### src/rtl/mac_seq_ctrl_pkg.sv
// Shared types and constants for the sum-of-products sequencer.
// FSM encodings are plain localparams so older tools and the legacy include stay compatible.
package mac_seq_ctrl_pkg;

    localparam int WORD_W = 32;
    localparam int BYTE_W = 8;
    localparam int MUL_W  = 16;

    localparam logic [2:0] ST_IDLE   = 3'd0;
    localparam logic [2:0] ST_MUL_AB = 3'd1;
    localparam logic [2:0] ST_MUL_CD = 3'd2;
    localparam logic [2:0] ST_MUL_P  = 3'd3;
    localparam logic [2:0] ST_OUT    = 3'd4;

    // Byte lanes of one input word, MSB first: a=[31:24] .. d=[7:0].
    typedef struct packed {
        logic [BYTE_W-1:0] a;
        logic [BYTE_W-1:0] b;
        logic [BYTE_W-1:0] c;
        logic [BYTE_W-1:0] d;
    } operands_t;

    function automatic logic [MUL_W-1:0] zext_byte(input logic [BYTE_W-1:0] v);
        return {{(MUL_W-BYTE_W){1'b0}}, v};
    endfunction

endpackage

### src/rtl/mac_seq_ctrl_if.sv
// Word stream in, result out, plus the busy flag; slave is the sequencer's view.
interface mac_seq_ctrl_if
    import mac_seq_ctrl_pkg::*;
#(
    parameter int ACC_W = 32,
    parameter int CNT_W = 8
);
    logic [WORD_W-1:0] s_data;
    logic              s_last;
    logic              s_valid;
    logic              s_ready;
    logic [ACC_W-1:0]  m_data;
    logic [CNT_W-1:0]  m_count;
    logic              m_valid;
    logic              m_ready;
    logic              busy;

    modport slave (
        input  s_data, s_last, s_valid, m_ready,
        output s_ready, m_data, m_count, m_valid, busy
    );

    modport master (
        output s_data, s_last, s_valid, m_ready,
        input  s_ready, m_data, m_count, m_valid, busy
    );
endinterface

### src/rtl/mac_seq_ctrl_mul16.sv
// Shared 16x16 -> 32 unsigned multiplier.
// Latency: combinational.
// Backpressure: none; operands come from the owning FSM's mux.
module mac_seq_ctrl_mul16
    import mac_seq_ctrl_pkg::*;
(
    input  logic [MUL_W-1:0]   op_a,
    input  logic [MUL_W-1:0]   op_b,
    output logic [2*MUL_W-1:0] prod
);
    assign prod = {{MUL_W{1'b0}}, op_a} * {{MUL_W{1'b0}}, op_b};
endmodule

### src/rtl/mac_seq_ctrl.sv
// Sums (a*b)*(c*d) over an s_last-delimited vector using one shared multiplier.
// Latency: last-word accept to m_valid = 4 cycles; one word per 4 cycles.
// Backpressure: s_ready only in IDLE; result held in OUT until m_ready.
module mac_seq_ctrl
    import mac_seq_ctrl_pkg::*;
#(
    parameter int ACC_W = 32,
    parameter int CNT_W = 8
) (
    input  logic           clk,
    input  logic           rst,
    mac_seq_ctrl_if.slave  bus
);

    logic [2:0]         state_q,   state_d;
    operands_t          word_q,    word_d;
    logic               last_q,    last_d;
    logic [MUL_W-1:0]   p0_q,      p0_d;
    logic [MUL_W-1:0]   p1_q,      p1_d;
    logic [ACC_W-1:0]   acc_q,     acc_d;
    logic [CNT_W-1:0]   cnt_q,     cnt_d;
    logic               m_valid_q, m_valid_d;
    logic [ACC_W-1:0]   m_data_q,  m_data_d;
    logic [CNT_W-1:0]   m_count_q, m_count_d;

    logic [MUL_W-1:0]   op_a;
    logic [MUL_W-1:0]   op_b;
    logic [2*MUL_W-1:0] prod;
    logic               s_ready_int;
    logic               accept;

    assign s_ready_int = (state_q == ST_IDLE) & ~rst;
    assign accept      = bus.s_valid & s_ready_int;

    // Operand mux: the state alone decides what the single multiplier sees.
    always_comb begin
        op_a = '0;
        op_b = '0;
        case (state_q)
            ST_MUL_AB: begin
                op_a = zext_byte(word_q.a);
                op_b = zext_byte(word_q.b);
            end
            ST_MUL_CD: begin
                op_a = zext_byte(word_q.c);
                op_b = zext_byte(word_q.d);
            end
            ST_MUL_P: begin
                op_a = p0_q;
                op_b = p1_q;
            end
            default: ;
        endcase
    end

    mac_seq_ctrl_mul16 u_mul (
        .op_a (op_a),
        .op_b (op_b),
        .prod (prod)
    );

    always_comb begin
        state_d   = state_q;
        word_d    = word_q;
        last_d    = last_q;
        p0_d      = p0_q;
        p1_d      = p1_q;
        acc_d     = acc_q;
        cnt_d     = cnt_q;
        m_valid_d = m_valid_q;
        m_data_d  = m_data_q;
        m_count_d = m_count_q;

        case (state_q)
            ST_IDLE: begin
                if (accept) begin
                    word_d  = operands_t'(bus.s_data);
                    last_d  = bus.s_last;
                    state_d = ST_MUL_AB;
                end
            end
            ST_MUL_AB: begin
                p0_d    = prod[MUL_W-1:0];
                state_d = ST_MUL_CD;
            end
            ST_MUL_CD: begin
                p1_d    = prod[MUL_W-1:0];
                state_d = ST_MUL_P;
            end
            ST_MUL_P: begin
                acc_d = acc_q + ACC_W'(prod);
                cnt_d = (cnt_q == '1) ? cnt_q : cnt_q + 1'b1;
                if (last_q) begin
                    // Result registers load from the updated sums so OUT presents them at once.
                    m_valid_d = 1'b1;
                    m_data_d  = acc_d;
                    m_count_d = cnt_d;
                    state_d   = ST_OUT;
                end else begin
                    state_d = ST_IDLE;
                end
            end
            ST_OUT: begin
                if (bus.m_ready) begin
                    acc_d     = '0;
                    cnt_d     = '0;
                    m_valid_d = 1'b0;
                    m_data_d  = '0;
                    m_count_d = '0;
                    state_d   = ST_IDLE;
                end
            end
            default: state_d = ST_IDLE;
        endcase
    end

    always_ff @(posedge clk or posedge rst) begin
        if (rst) begin
            state_q   <= ST_IDLE;
            word_q    <= '0;
            last_q    <= 1'b0;
            p0_q      <= '0;
            p1_q      <= '0;
            acc_q     <= '0;
            cnt_q     <= '0;
            m_valid_q <= 1'b0;
            m_data_q  <= '0;
            m_count_q <= '0;
        end else begin
            state_q   <= state_d;
            word_q    <= word_d;
            last_q    <= last_d;
            p0_q      <= p0_d;
            p1_q      <= p1_d;
            acc_q     <= acc_d;
            cnt_q     <= cnt_d;
            m_valid_q <= m_valid_d;
            m_data_q  <= m_data_d;
            m_count_q <= m_count_d;
        end
    end

    assign bus.s_ready = s_ready_int;
    assign bus.m_valid = m_valid_q;
    assign bus.m_data  = m_data_q;
    assign bus.m_count = m_count_q;
    assign bus.busy    = (state_q != ST_IDLE);

endmodule
### src/flat_wrapper.sv
// flat-port wrapper written by rule: the top's interface ports become plain ports
module mac_seq_ctrl_flat import mac_seq_ctrl_pkg::*;
#(
    parameter int ACC_W = 32,
    parameter int CNT_W = 8
)
  (clk, rst, bus_s_data, bus_s_last, bus_s_valid, bus_m_ready, bus_s_ready, bus_m_data, bus_m_count, bus_m_valid, bus_busy);
  mac_seq_ctrl_if #(.ACC_W(ACC_W), .CNT_W(CNT_W)) bus_i ();
  input  logic clk;
  input  logic rst;
  input wire logic [$bits(bus_i.s_data)-1:0] bus_s_data;
  input wire logic [$bits(bus_i.s_last)-1:0] bus_s_last;
  input wire logic [$bits(bus_i.s_valid)-1:0] bus_s_valid;
  input wire logic [$bits(bus_i.m_ready)-1:0] bus_m_ready;
  output wire logic [$bits(bus_i.s_ready)-1:0] bus_s_ready;
  output wire logic [$bits(bus_i.m_data)-1:0] bus_m_data;
  output wire logic [$bits(bus_i.m_count)-1:0] bus_m_count;
  output wire logic [$bits(bus_i.m_valid)-1:0] bus_m_valid;
  output wire logic [$bits(bus_i.busy)-1:0] bus_busy;
  assign bus_i.s_data = bus_s_data;
  assign bus_i.s_last = bus_s_last;
  assign bus_i.s_valid = bus_s_valid;
  assign bus_i.m_ready = bus_m_ready;
  assign bus_s_ready = bus_i.s_ready;
  assign bus_m_data = bus_i.m_data;
  assign bus_m_count = bus_i.m_count;
  assign bus_m_valid = bus_i.m_valid;
  assign bus_busy = bus_i.busy;
  mac_seq_ctrl #(.ACC_W(ACC_W), .CNT_W(CNT_W)) u_core (.clk(clk), .rst(rst), .bus(bus_i));
endmodule
### config.mk
export PLATFORM = sky130hd
export DESIGN_NAME = mac_seq_ctrl_flat
export DESIGN_NICKNAME = d
export VERILOG_FILES = /design/src/rtl/mac_seq_ctrl_pkg.sv /design/src/rtl/mac_seq_ctrl_if.sv /design/src/rtl/mac_seq_ctrl_mul16.sv /design/src/rtl/mac_seq_ctrl.sv /design/src/flat_wrapper.sv
export SDC_FILE = /design/constraint.sdc
export NUM_CORES = 1
export LEC_CHECK = 0
export BUFFER_PORTS_ARGS = -buffer_cell sky130_fd_sc_hd__buf_2
export CAP_MARGIN = 0
export CELL_PAD_IN_SITES_DETAIL_PLACEMENT = 1
export CELL_PAD_IN_SITES_GLOBAL_PLACEMENT = 1
export CORE_ASPECT_RATIO = 1.25
export CORE_MARGIN = 2
export CORE_UTILIZATION = 50
export CTS_BUF_LIST = sky130_fd_sc_hd__clkbuf_2
export DETAILED_ROUTE_END_ITERATION = 6
export GPL_TIMING_DRIVEN = 0
export PLACE_DENSITY_LB_ADDON = 0.2
export SETUP_SLACK_MARGIN = 0.1
export SYNTH_ARGS = -nofsm -noshare
export SYNTH_HDL_FRONTEND = slang
export SYNTH_SLANG_ARGS = --single-unit
### constraint.sdc
create_clock -name clk -period 12.5 [get_ports clk]
set_input_delay 0 -clock clk [delete_from_list [all_inputs] [get_ports clk]]
set_output_delay 0 -clock clk [all_outputs]
set_load 0.1 [all_outputs]
== Yosys cells after proc, flatten, opt, wreduce, memory -nomap -nowiden ==
Cells that the tools add are included.
Cells by class
  bitwise operators: 3
  multiply operators: 1
  reduce and logical (&&, ||, !) cells: 7
  eq/ne operators: 8
  add/sub/neg operators: 2
  mux-type cells: 18
Operator list (number)
  case mux 32 bit (2 select lines): 2
  case mux 16 bit (3 select lines): 2
  2-to-1 mux 32 bit: 2
  adder 32 bit: 1
  multiplier 16 x 16 -> 32 bit: 1
  case mux 8 bit (2 select lines): 2
  2-to-1 mux 8 bit: 3
  case mux 3 bit (5 select lines): 1
  2-to-1 mux 3 bit: 3
  adder 8 x 1 -> 8 bit, second input constant: 1
  == test 8 bit, second input constant: 1
  == test 3 x 2 -> 1 bit, second input constant: 2
  AND reduction 2 bit: 3
  inequality test 2 x 1 -> 1 bit, second input constant: 2
  == test 3 x 1 -> 1 bit, second input constant: 1
  == test 3 bit, second input constant: 1
  logical NOT 3 bit: 1
  AND reduction 3 bit: 1
  nonzero test 3 bit: 1
  AND 1 bit: 2
  2-to-1 mux 1 bit: 2
  inequality test 2 bit, second input constant: 1
  case mux 1 bit (2 select lines): 1
  nonzero test 2 bit: 1
  inverter 1 bit: 1
Storage, ports and cells
  output and inout bits: 43
  input port bits: 37
  word-level logic and storage cells: 52
  bits in registers: 149

== Logic depth before layout (Yosys ltp) ==
Gate-level depths: netlist of the first run.
  depth in word-level cells: 6
  gate-level depth with buffers: 40
  depth with buffers taken out: 37

== Cells and area by module ==
Synthesis of the first run repeated with hierarchy kept, for this count alone.
Second synthesis, totals
  cell total of the unflattened synthesis: 1713
  area, all modules: 16500.8 um2
Modules (own cells, without submodules)
  mac_seq_ctrl_mul16: sequential area each 0.0 um2, area an instance 8593.2 um2, cells each 994, instances 1
  mac_seq_ctrl: sequential area each 3728.6 um2, area an instance 7907.6 um2, cells each 719, instances 1

== Worst setup path before layout of the first run ==
Ideal clock, no wire load.
  path kind: reg2reg
  from: reg u_core.state_q[0]
  to: reg u_core.acc_q[31]
  setup time: 132 ps
  period minus slack after synthesis: 8631 ps
  setup slack: 3869 ps
  arrival: 8499 ps
  path buffers: 2
  stages on the path, launching flop included: 36
  cells stage by stage: dfrtp_1 -> clkbuf_1 -> nor2_1 -> clkbuf_1 -> nand2_1 -> a21oi_1 -> nand2_1 -> fa_1 -> fa_1 -> inv_1 -> fa_1 -> fa_1 -> fa_1 -> inv_1 -> fa_1 -> inv_1 -> ha_1 -> a21o_1 -> a21oi_1 -> nor2b_1 -> a311oi_1 -> o21ai_1 -> a211o_1 -> a21oi_1 -> nor2b_1 -> o31a_1 -> ha_1 -> a21oi_1 -> nand2_1 -> a221oi_1 -> a31oi_1 -> o21a_1 -> a311oi_2 -> xnor2_1 -> xnor2_1 -> o21ai_1
On the way
  word-level cells in the longest chain between the ends: 5
Ends and longest elaborated chain
  start, declared: line mac_seq_ctrl.sv:15  | logic [2:0] state_q, state_d;
  start signal, assigned: line mac_seq_ctrl.sv:130  | state_q <= state_d;
  == test 3 x 2 -> 1 bit, or another cell as far along: line mac_seq_ctrl.sv:39, mac_seq_ctrl.sv:74
  case mux 16 bit (3 select lines): line mac_seq_ctrl.sv:39  | case (state_q)
  multiplier 16 x 16 -> 32 bit: line mac_seq_ctrl_mul16.sv:11  | assign prod = {{MUL_W{1'b0}}, op_a} * {{MUL_W{1'b0}}, op_b};
  adder 32 bit: line mac_seq_ctrl.sv:91  | acc_d = acc_q + ACC_W'(prod);
  case mux 32 bit (2 select lines): line mac_seq_ctrl.sv:74  | case (state_q)
  end signal, assigned: line mac_seq_ctrl.sv:124  | acc_q <= '0;
  end signal, assigned: line mac_seq_ctrl.sv:135  | acc_q <= acc_d;
  end, declared: line mac_seq_ctrl.sv:20  | logic [ACC_W-1:0] acc_q, acc_d;
Parallel ways exist; a longest one is shown, timed or not.
A chain may end at the register's enable or synchronous reset.

== Worst setup path after layout of the first run ==
  from: reg u_core.state_q[0]
  to: reg u_core.m_data_q[31], in the netlist u_core.bus.m_data[31]
On the way
  word-level cells in the longest chain between the ends: 6
Ends and longest elaborated chain
  == test 3 x 2 -> 1 bit, or another cell as far along: line mac_seq_ctrl.sv:39, mac_seq_ctrl.sv:74
  case mux 16 bit (3 select lines): line mac_seq_ctrl.sv:39
  multiplier 16 x 16 -> 32 bit: line mac_seq_ctrl_mul16.sv:11
  adder 32 bit: line mac_seq_ctrl.sv:91
  2-to-1 mux 32 bit: line mac_seq_ctrl.sv:93  | if (last_q) begin
  case mux 32 bit (2 select lines): line mac_seq_ctrl.sv:74
  end signal, assigned: line mac_seq_ctrl.sv:138  | m_data_q <= m_data_d;
  end, declared: line mac_seq_ctrl.sv:23  | logic [ACC_W-1:0] m_data_q, m_data_d;
Parallel ways exist; a longest one is shown, timed or not. The select of a mux whose other input is x is not followed.

==> impl_metrics.ini, run 1 <==
[route]
wl_mm = 54.0
num_vias = 13700
avgViaCountPerCell = 5.78
postRouteAntennaNets = 0
dr.first_iter.drc_count = 795
post_drt_wl_per_cell_um = 22.8
drc = 0
drt_pass1_iterations = 5

[yosys]
synth_top_area_cell = fa_1
ys_ff_latch = 149
syn_inst = 1771
yosys.cell_count.top_type = nand2_1
async_flop_share_pct = 100
synth_cell_types = 70
ys_top_cells_by_count = nand2_1, inv_1, fa_1
ys.flop_type = dfrtp_1
synth-edff-count = 0
synth_fp_nets = 2139
ys_top_cells_by_area = fa_1, dfrtp_1, ha_1, nand2_1, inv_1
yosysSeqAreaShare_pct = 23.1
syn_area_sq_um = 16100
yosys_warnings = 0
avgSynthCellArea_sq_um = 9.11
synth.top_cell.area_share_pct = 24.2

[sta]
period_minus_slack_ns = 11.45
slew_headroom_pct = 8.04
finClkSkew_ns = 0.109
finalHoldViolCount = 0
fmax_mhz = 87.3
setup_slack_ns = 1.05
finalSetupViolCount = 0
finalMaxSlewViolations = 0
rsz0062_at_grt = false
fin_setup_tns_ns = 0
worstMarginPinSlew_ns = 1.38
fin_crit_sh_pct = 91.6

[final_layout]
area_growth_pct = 12.1
fin_cells = 2372
drive_gt1_share_pct = 9.96
finalNetCount = 2313

[worst_setup_path]
path_class = reg -> reg
r2r_setup_slack_ns = 1.05
r2r-end = u_core.bus.m_data[31]
path_delay_family = compound AO/OA/AOI/OAI gates
worst-path-buf-inv = 9
r2r-start = u_core.state_q[0]
critPathLaunch = u_core.state_q[0]
path_depth = 36
crit_end = u_core.bus.m_data[31]
arrival_ns = 12.15
crit_path_end_kind = register
cp-start-kind = register
cp_slowest_cell = a21oi_1
rr_worst_depth = 36
max_stage_delay_ns = 1.09
cp.required_ns = 13.20
worstPathMaxFanout = 10

[global_routing]
grt_pass1_wl_mm = 86.8
antenna_found_initial = 1
grt_max_degree = 87
overflow = 0
grt_pass1_vias = 15700
track_usage_pct = 34.1

[clocking]
clk_latency_ns = 0.88
cts_resized = 0
max-clock-path-buffers = 2
cts_buffers = 17
root_buffer = clkbuf_2
postCtsSetupRepairBufs = 0
cts.sinks = 149
tritoncts = built
htreeDepth = 4
clkTransAtPathRegs_ns = 0.40

[pwr]
internal_power_mw = 1.57
power.net_switching_mw = 2.39
power.share.sequential_pct = 20.3
power_frac_comb_pct = 71.6
p_leak_nw = 9.18
p_per_area_nw_per_um2 = 219
p_clk_share_pct = 8.1
vdd_drop_max_mv = 0.208
swShare_pct = 60.4

[floorplan]
die_area_sq_um = 33700
die_w_um = 165
io_pins = 80
num_rows = 73
start_util_pct = 50.8
fp.dieH_um = 205
core_area_sq_um = 31800

[status]
status = complete, no violations

[place]
place_hpwl_mm = 39.6
dp_cells = 2263
portBuffers = 79
pre_cts_slack_ns = 1.64
place_congestion = 0.888

[worst_hold_path]
hp-class = in -> async

[flow_run]
maxCapViolCount = 0
## timing repair
item	in CTS	in global routing
endpoints found under the setup margin	0	0
hold buffers	75	0
endpoints found under the hold margin	221	0
## cells in the final DEF, fill, tap and decap left out, types with 30 or more instances in the layout
cell / count
a21o_1: 39
a21oi_1: 60
a22o_1: 30
buf_2: 81
clkbuf_1: 64
dfrtp_1: 149
dlygate4sd3_1: 75
fa_1: 195
ha_1: 136
inv_1: 252
mux2_2: 59
nand2_1: 304
nor2_1: 129
o21ai_0: 69
xnor2_1: 35
## metal layers
layer	part of all wire (%)	up-vias	global-route usage, %
met5	0	-	0
met4	7.1	0	20.1
met3	4.5	185	4.41
met2	51	431	60.6
met1	38	7026	38.9
li1	-	6065	-
## worst min-delay path by stage
stage          depth (start not counted)                end
6_report                               4     u_core.p1_q[7]
5_1_grt                                4  u_core.word_q[23]
4_1_cts                                5    u_core.acc_q[2]
3_5_place_dp                           2  u_core.word_q[23]
3_3_place_gp                           2  u_core.word_q[29]
2_1_floorplan                          1  u_core.state_q[2]
## flip-flops by register name, summed over array words and instances, names as in the netlist
signal              count
u_core.acc_q           32
u_core.bus.m_count      8
u_core.word_q          32
u_core.cnt_q            8
u_core.state_q          3
u_core.bus.m_valid      1
u_core.last_q           1
u_core.bus.m_data      32
u_core.p0_q            16
u_core.p1_q            16
## worst register-to-register path: cells and delay by family (launching register included)
kind / cells / cell delay, ns
xor gates and xnor gates: 2 / 0.50
DFF: 1 / 0.50
AOI/OAI and AO/OA: 13 / 4.18
adders and majority gates: 8 / 3.86
buffers and inverters: 9 / 1.18
and+or+nand+nor: 4 / 1.04
## layout make-up
type | count | area [sq um]
timing repair buffer | 155 | 1170
antenna | 2 | 5.00
multi-input combinational | 1289 | 11100
buffer | 80 | 310
tap | 412 | 515
fill | 3786 | 13700
inverter | 253 | 955
clock buffer | 17 | 85.1
sequential | 149 | 3730
clock inverter | 15 | 175
## logic make-up (layout without fill, tap and decap cells)
logic type | Yosys count | count (layout) | share of synthesized area, %
mux | 61 | 61 | 4.24
flops | 149 | 149 | 23.1
compound gates | 287 | 287 | 12.1
simple gates | 549 | 549 | 14.7
fa+ha+maj | 331 | 331 | 34.7
buf+inv | 333 | 520 | 7.81
other cells | 0 | 2 | 0
xor+xnor | 61 | 61 | 3.31
## power by group through the flow
stage,Combinational [mW],Sequential (mW),Clock [mW]
6_report,2.83,0.805,0.319
5_1_grt,3.06,0.817,0.335
4_1_cts,2.73,0.786,0.306
3_5_place_dp,2.67,0.794,0
3_3_place_gp,2.58,0.788,0
2_1_floorplan,1.58,1.07,0
## metrics by stage
| step | cell area (sq um) | util, % | hold WS (ns) | total power [mW] |
|---|---|---|---|---|
| final | 18100 | 56.9 | 0.344 | 3.96 |
| after CTS | 18100 | 56.9 | 0.350 | 3.82 |
| after global placement | 17000 | 53.6 | 0.233 | 3.37 |
| after detailed placement | 17100 | 53.7 | 0.140 | 3.46 |
| after floorplan | 16100 | - | 0.112 | 2.66 |
| after global routing | 18100 | 56.9 | 0.382 | 4.21 |
Note: power is estimated with default switching activity, not from simulation.
==> run 2, diff against run 1 <==
ABC_AREA = 0   (was unset)
MAX_ROUTING_LAYER = met4   (was unset)
==> run 2 against run 1 <==
Register-to-register slack better by 0.20 ns; combinational power up 1%; critical path depth unchanged; die area unchanged; first-iteration DRC count down 3.4%; final area up 0.11%; largest power group unchanged; worst hold slack worse by 0.33 ns; highest routed layer unchanged.
==> impl_metrics.ini, run 2 (synthesized netlist as in run 1, its figures left out) <==
[status]
status = complete, no violations

[place]
pre_cts_slack_ns = 1.61
place_hpwl_mm = 40.3
place_congestion = 0.901
portBuffers = 79

[clocking]
root_buffer = clkbuf_2
clk_latency_ns = 0.89
clkTransAtPathRegs_ns = 0.35
cts_buffers = 17
cts.sinks = 149
tritoncts = built
htreeDepth = 4
max-clock-path-buffers = 2

[final_layout]
area_growth_pct = 12.3
drive_gt1_share_pct = 9.95
mostFrequentLayoutCells = nand2_1, inv_1, fa_1, dfrtp_1, ha_1
finalNetCount = 2314
final_common_cell = nand2_1
fin_util_pct = 57.0
num-fill-cells = 3743

[flow_run]
maxCapViolCount = 0

[sta]
finClkSkew_ns = 0.0894
rsz0062_at_grt = false
fmax_mhz = 88.8
setup_slack_ns = 1.24
fin_crit_sh_pct = 90.1
worstMarginPinSlew_ns = 1.24
finalHoldViolCount = 0
finalMaxSlewViolations = 0
finalSetupViolCount = 0
period_minus_slack_ns = 11.26
fin_setup_tns_ns = 0
slew_headroom_pct = 17.4

[route]
avgViaCountPerCell = 5.87
postRouteAntennaNets = 0
dr.first_iter.drc_count = 768
num_vias = 13900
post_drt_wl_per_cell_um = 23.3
wl_mm = 55.3
drt_pass1_iterations = 5
drc = 0

[worst_setup_path]
cp.required_ns = 13.21
path_class = reg -> reg
max_stage_delay_ns = 1.00
worstPathMaxFanout = 10
crit_path_end_kind = register
cp-start-kind = register
cp_slowest_cell = a21oi_1
rr_worst_depth = 36
arrival_ns = 11.97

[floorplan]
die_w_um = 165
die_area_sq_um = 33700
num_rows = 73
io_pins = 80
fp.dieH_um = 205
start_util_pct = 50.8
core_area_sq_um = 31800

[pwr]
vdd_drop_max_mv = 0.237
p_per_area_nw_per_um2 = 221
p_leak_nw = 9.19

[global_routing]
grt_max_degree = 94
grt_pass1_vias = 15900
track_usage_pct = 35.5
grt_pass1_wl_mm = 87.8
overflow = 0
antenna_found_initial = 1

[worst_hold_path]
hp-class = in -> reg
min_path_cells = 4
run 2: final cells by class:
type	instances	area (sq um)	area share (%)
Multi-Input combinational cell	1289	11100	61.5
Timing Repair Buffer	156	1180	6.53
Clock buffer	17	85.1	0.470
Buffer	80	310	1.71
Sequential cell	149	3730	20.6
Inverter	253	955	5.27
Antenna cell	3	7.51	0.0414
Clock inverter	15	183	1.01
Tap cell	412	515	2.85
run 2: worst paths after layout:
| check | startpoint | endpoint | slack [ns] |
|---|---|---|---|
| max | u_core.state_q[0] | u_core.acc_q[31] | 1.24 |
| min | bus_s_valid | u_core.word_q[24] | 0.01 |
| max reg2reg | u_core.state_q[0] | u_core.acc_q[31] | 1.24 |
| min reg2reg | u_core.bus.m_valid | u_core.bus.m_valid | 0.52 |
| max in group asynchronous | rst | u_core.bus.m_data[23] | 11.21 |
| min in group asynchronous | rst | u_core.word_q[31] | 0.31 |
run 2: timing repair:
item / CTS / global route
endpoints found under the setup margin: 0 / 0
hold buffers: 76 / 0
hold endpoints to repair: 217 / 0
buffers inserted: 0 / 0
gates resized for setup: 0 / 0
run 2: worst max-delay path, delay by kind of cell (launching register included):
| family | cells | cell delay, ns |
|---|---|---|
| compound gates | 13 | 4.01 |
| fa+ha+maj | 8 | 3.84 |
| buf+inv | 9 | 1.21 |
| simple gates | 4 | 1.09 |
| flops | 1 | 0.49 |
| xor+xnor | 2 | 0.48 |
run 2: where the power goes:
group / switching, mW / internal [mW]
registers: 0.145 / 0.662
logic: 2.03 / 0.840
clock network: 0.241 / 0.0859
run 2: per-stage QoR:
step           total power [mW]  instances  hold slack [ns]  cell area, sq um
2_1_floorplan              2.66       1771            0.112             16100
3_3_place_gp               3.37       2262            0.232             17000
3_5_place_dp               3.46       2263            0.113             17100
4_1_cts                    3.84       2371          0.00133             18100
5_1_grt                    4.23       2372           0.0709             18100
6_report                   4.01       2374           0.0118             18100
run 2: routing by layer:
| metal | routed length [um] | vias to the layer above | GRT usage (%) | part of all wire, % |
|---|---|---|---|---|
| met5 | 0 | - | - | 0 |
| met4 | 3530 | 0 | 19.8 | 6.4 |
| met2 | 28400 | 469 | 61.5 | 51 |
| met3 | 2480 | 236 | 4.82 | 4.5 |
| li1 | - | 6079 | - | - |
| met1 | 21000 | 7145 | 39.2 | 38 |
